--- config.mk ---
export PLATFORM = sky130hd
export DESIGN_NAME = pci_arbiter
export DESIGN_NICKNAME = d
export VERILOG_FILES = /design/src/rtl/pci_arbiter.sv
export SDC_FILE = /design/constraint.sdc
export NUM_CORES = 1
export LEC_CHECK = 0
export ABC_AREA = 1
export CORE_ASPECT_RATIO = 0.8
export CORE_MARGIN = 2
export CORE_UTILIZATION = 30
export CTS_CLUSTER_DIAMETER = 80
export DETAILED_ROUTE_END_ITERATION = 8
export DONT_BUFFER_PORTS = 1
export SLEW_MARGIN = 20
export SYNTH_ARGS = -nofsm -noshare
export SYNTH_HDL_FRONTEND = slang
export SYNTH_SLANG_ARGS = --single-unit
--- constraint.sdc ---
create_clock -name clk -period 1.54 [get_ports clk]
set_clock_uncertainty 0.1 [all_clocks]
set_input_delay 0.385 -clock clk [delete_from_list [all_inputs] [get_ports clk]]
set_output_delay 0.385 -clock clk [all_outputs]
set_load 0.01 [all_outputs]
--- src/rtl/pci_arbiter.sv ---
// -----------------------------------------------------------------------------
// pci_arbiter
//
// Four-master round-robin PCI bus arbiter. Samples the active-low request
// lines together with FRAME#/IRDY#, picks one owner per transaction and drives
// the downstream grant decoder with an index, an enable and a kill strobe.
// Every output is a register, so the decoder sees glitch-free edges.
//
// Ports:
//   clk        bus clock, all logic on the rising edge
//   rst        synchronous, active-high reset
//   req_n      active-low requests, bit i = master i
//   frame_n    bus FRAME#, active low
//   irdy_n     bus IRDY#, active low
//   gnt_idx    index of the granted master (decoder IN)
//   gnt_en     high while a grant is driven (decoder enable)
//   gnt_kill   high forces every GNT# inactive; always the inverse of gnt_en
//   bus_busy   high while a granted transaction is in progress
//   bus_owner  master owning the current or most recent transaction
// -----------------------------------------------------------------------------
module pci_arbiter #(
    parameter int TIMEOUT = 16  // grant cycles allowed without FRAME#, 2..255
) (
    input  logic       clk,
    input  logic       rst,
    input  logic [3:0] req_n,
    input  logic       frame_n,
    input  logic       irdy_n,
    output logic [1:0] gnt_idx,
    output logic       gnt_en,
    output logic       gnt_kill,
    output logic       bus_busy,
    output logic [1:0] bus_owner
);

    localparam logic [1:0] ST_IDLE  = 2'd0;
    localparam logic [1:0] ST_GRANT = 2'd1;
    localparam logic [1:0] ST_BUSY  = 2'd2;
    localparam logic [1:0] ST_TURN  = 2'd3;

    // tcnt holds the number of grant cycles already elapsed, so the grant is
    // revoked on the edge where this value is seen.
    localparam logic [7:0] TCNT_LAST = 8'(TIMEOUT - 1);

    logic [1:0] state;
    logic [1:0] ptr;
    logic [7:0] tcnt;

    logic [1:0] state_d;
    logic [1:0] ptr_d;
    logic [7:0] tcnt_d;
    logic [1:0] gnt_idx_d;
    logic [1:0] bus_owner_d;
    logic       gnt_en_d;
    logic       bus_busy_d;

    logic [3:0] req;
    logic       any_req;
    logic       bus_idle;
    logic [1:0] winner;
    logic [1:0] cand;

    assign req      = ~req_n;
    assign any_req  = |req;
    assign bus_idle = frame_n & irdy_n;

    // Round-robin search starting at ptr. Scanning the offsets from farthest
    // to nearest lets the nearest active request overwrite the others, so no
    // separate "found" flag is needed.
    always_comb begin
        winner = ptr;
        cand   = ptr;
        for (int i = 3; i >= 0; i--) begin
            cand = ptr + 2'(i);
            if (req[cand]) begin
                winner = cand;
            end
        end
    end

    // NOTE: every signal assigned here gets a default first, so no path can
    // leave a value unassigned and infer a latch.
    always_comb begin
        state_d     = state;
        ptr_d       = ptr;
        gnt_idx_d   = gnt_idx;
        bus_owner_d = bus_owner;
        gnt_en_d    = gnt_en;
        bus_busy_d  = bus_busy;
        tcnt_d      = (tcnt == 8'hFF) ? tcnt : tcnt + 8'd1;

        case (state)
            ST_IDLE: begin
                gnt_en_d   = 1'b0;
                bus_busy_d = 1'b0;
                // A foreign or leftover cycle on the bus blocks any new grant.
                if (any_req && bus_idle) begin
                    gnt_idx_d = winner;
                    tcnt_d    = 8'd0;
                    gnt_en_d  = 1'b1;
                    state_d   = ST_GRANT;
                end
            end

            ST_GRANT: begin
                // FRAME# takes priority over a same-cycle withdraw or timeout.
                if (!frame_n) begin
                    bus_owner_d = gnt_idx;
                    bus_busy_d  = 1'b1;
                    state_d     = ST_BUSY;
                end else if (req_n[gnt_idx]) begin
                    gnt_en_d = 1'b0;
                    state_d  = ST_IDLE;
                end else if (tcnt == TCNT_LAST) begin
                    gnt_en_d = 1'b0;
                    ptr_d    = gnt_idx + 2'd1;
                    state_d  = ST_IDLE;
                end
            end

            ST_BUSY: begin
                if (bus_idle) begin
                    gnt_en_d   = 1'b0;
                    bus_busy_d = 1'b0;
                    ptr_d      = bus_owner + 2'd1;
                    state_d    = ST_TURN;
                end else if (req_n[bus_owner]) begin
                    // Once dropped the grant is never re-raised in this BUSY,
                    // because gnt_en_d only ever follows gnt_en downward here.
                    gnt_en_d = 1'b0;
                end
            end

            ST_TURN: begin
                gnt_en_d   = 1'b0;
                bus_busy_d = 1'b0;
                state_d    = ST_IDLE;
            end

            default: begin
                gnt_en_d   = 1'b0;
                bus_busy_d = 1'b0;
                state_d    = ST_IDLE;
            end
        endcase
    end

    // NOTE: sequential state uses non-blocking assignments so every register
    // samples the pre-edge values regardless of statement order.
    always_ff @(posedge clk) begin
        if (rst) begin
            state     <= ST_IDLE;
            ptr       <= 2'd0;
            tcnt      <= 8'd0;
            gnt_idx   <= 2'd0;
            gnt_en    <= 1'b0;
            gnt_kill  <= 1'b1;
            bus_busy  <= 1'b0;
            bus_owner <= 2'd0;
        end else begin
            state     <= state_d;
            ptr       <= ptr_d;
            tcnt      <= tcnt_d;
            gnt_idx   <= gnt_idx_d;
            gnt_en    <= gnt_en_d;
            // Kill is registered from the same next value as enable so the
            // two can never disagree for even one cycle.
            gnt_kill  <= ~gnt_en_d;
            bus_busy  <= bus_busy_d;
            bus_owner <= bus_owner_d;
        end
    end

endmodule
==> results.tsv <==
stage	metric	value	unit
outcome	outcome	finished, final reports clean	
floorplanning	io pins	15	
worst_hold_path	Hold Path Class	primary input to flop	
worst_setup_path	critical path class	flop to flop	
sta	worst-margin pin slew	0.342	ns
worst_setup_path	CP Capture Type	flop	
power	P_sw	0.363	mW
sta	fin crit period	1.45	ns
power	VDD IR-drop max	0.637	mV
global_routing	largest net degree at the start of global routing	12	
cts	clk root buf	clkbuf_8	
worst_setup_path	Req. time, crit path	1.61	ns
sta	final slew viol count	0	
power	combinational share of power	0.205	
global_routing	Total Routing Usage GR	0.131	
sta	Final WS setup	0.0944	ns
logic_synthesis	Synth Register Bits	19	
floorplanning	Die Area	4470	µm²
cells_and_area	share of layout cells above drive strength 1	0.162	
cells_and_area	post-layout util	0.363	
floorplanning	Initial Util	0.312	
logic_synthesis	cell count after synthesis	193	
sta	Hold Slack	0.0826	ns
run	# Max-Cap Violations	0	
worst_setup_path	R2R Path Start	tcnt[0]	
sta	final setup violating endpoints	0	
drt	total number of vias	1171	
logic_synthesis	Synthesized Nets	202	
worst_setup_path	crit path buf inv count	1	
cells_and_area	# nets final	214	
sta	TNS Setup	0	ns
power	Switching Fraction	0.314	
drt	1st-pass router iterations	4	
cts	CTS H-tree depth	1	
power	Reg power frac	0.481	
worst_setup_path	crit-path max cell delay	0.35	ns
power	Pwr Total	1.15	mW
logic_synthesis	most numerous cell in the Yosys netlist	nand2_1	
logic_synthesis	cell area after synthesis	1180	µm²
logic_synthesis	Yosys cell types	27	
worst_setup_path	top fanout value on the critical path	6	
global_routing	first-pass GRT wire length	4420	µm
logic_synthesis	synth top area cells	dfxtp_1 32%, nand2_1 19%, inv_1 9.5%	
worst_setup_path	CP arrival	1.51	ns
cts	# clock sinks	19	
drt	initial drt markers	40	
logic_synthesis	Post-synth EDFFs	0	
worst_setup_path	Top Family by Delay on Critical Path	simple AND/OR/NAND/NOR gates	
logic_synthesis	top post-synthesis cells by count	60 x nand2_1, 30 x inv_1, 20 x nor2_1	
cts	CTS Buf Count	3	
placed_design	DP Worst Slack	0.0310	ns
drt	final wirelength	2570	µm
logic_synthesis	post-synthesis sequential area ratio	0.321	
worst_setup_path	CP startpoint kind	flop	
cts	Skew-Pair Late Insertion Delay	0.27	ns
drt	via count normalized by instance count	4.52	
worst_setup_path	CP cell instances	ha_2 > nand2_2 > nor3_4 > nand3_4 > xor2_1 > inv_1 > nor2_1	
cells_and_area	Syn-to-layout area delta	16.5	%
power	Clk network pwr share	0.314	
floorplanning	Die Wd	74.3	µm
logic_synthesis	Post-synth top flop	dfxtp_1	
drt	antenna violation net count after detailed routing	0	
global_routing	initial antenna violation count	0	
power	Cell Int Power	0.791	mW
logic_synthesis	largest area contributor in the netlist	dfxtp_1	
sta	Final Hold Viols	0	
cells_and_area	Ant. Diodes	0	
cts	Longest Clk Path Bufs	2	
drt	Residual DRC	0	
worst_setup_path	CP Launch Point	tcnt[0]	
drt	routed wirelength normalized by instance count	9.93	µm
floorplanning	FP Rows	20	
global_routing	number of global-route vias before repair	1033	
sta	Tcrit/Tclk final	0.939	
power	Pleak	0.664	nW
logic_synthesis	area share of the largest cell type after synthesis	0.321	
power	PwrDens	836	nW/µm²
cts	CTS tree	yes	
logic_synthesis	Yosys warning count	0	
placed_design	IO buf count	0	
placed_design	global placer's final weighted congestion	0.769	
floorplanning	Core ar.	3800	µm²
worst_setup_path	slowest CP cell	dfxtp_1	
logic_synthesis	asr flop ratio synth	0	
cts	Worst-path clk slew	0.08	ns
placed_design	DP HPWL	1990	µm
global_routing	grt total ovfl	0	
logic_synthesis	Avg Cell Area, Syn	6.14	µm²
sta	Slew HR	0.770	
worst_hold_path	HP Start	rst	
sta	FMAX	692	MHz
floorplanning	DIE HEIGHT	60.2	µm
layer usage:
metal,global-route usage,routed length (µm),share of wire
met4,0.0383,25,0.0097
met1,0.168,1270,0.49
met3,0.0523,176,0.068
met5,0,0,0
met2,0.203,1100,0.43
flip-flops by register name (all words and copies together) (netlist names), named ones only:
signal / count
tcnt: 8
bus_owner: 2
gnt_idx: 2
ptr: 2
bus_busy: 1
gnt_en: 1
gnt_kill: 1
state: 1
cells in the final DEF (no fill, tap or decap), drive strengths merged:
cell type	Yosys	routed
a21oi	12	12
a31oi	2	2
and2	1	1
buf	1	8
clkbuf	0	3
clkinv	0	1
dfxtp	19	19
ha	1	1
inv	34	34
nand2	63	63
nand3	18	18
nand3b	1	1
nand4	1	1
nor2	21	21
nor3	1	1
nor4	1	1
o21ai	14	14
or2	1	1
xnor2	1	1
xor2	1	1
cells by family after synthesis:
| group | Yosys count | synth area share |
|---|---|---|
| flops | 19 | 0.321 |
| compound gates | 28 | 0.127 |
| simple gates | 108 | 0.411 |
| buf+inv | 35 | 0.116 |
| fa+ha+maj | 1 | 0.0106 |
| xor+xnor | 2 | 0.0148 |
repair_timing:
action / 4_1_cts / 5_1_grt
gates resized for setup: 0 / 8
setup buffers: 0 / 1
endpoints found under the setup margin: 0 / 10
hold buffers: 0 / 0
worst paths after layout:
kind,end,slack [ns],cells after the start
setup / recovery,tcnt[0],0.09,7
hold / removal,gnt_en,0.08,1
setup reg to reg,tcnt[0],0.09,7
hold reg to reg,tcnt[1],0.41,2
through the flow:
step / area [µm²] / std cells
final: 1380 / 259
after global routing: 1380 / 259
after CTS: 1350 / 258
after detailed placement: 1300 / 254
after global placement: 1300 / 254
after floorplan: 1180 / 193
cell type report:
cell class / count / area [µm²]
inverter: 34 / 130
clock buffer: 3 / 41.3
clock inverter: 1 / 5.00
tap: 55 / 68.8
timing repair buffer: 8 / 60.1
multi-input combinational: 139 / 692
fill: 421 / 2420
sequential: 19 / 383
power groups by stage:
stage / clock network (mW) / logic (mW) / registers, mW
global placement: 0 / 0.235 / 0.565
floorplan: 0 / 0.191 / 0.556
detailed placement: 0 / 0.235 / 0.565
global route: 0.395 / 0.278 / 0.562
CTS: 0.374 / 0.236 / 0.554
finish: 0.363 / 0.236 / 0.555
Note: power is estimated with default switching activity, not from simulation.
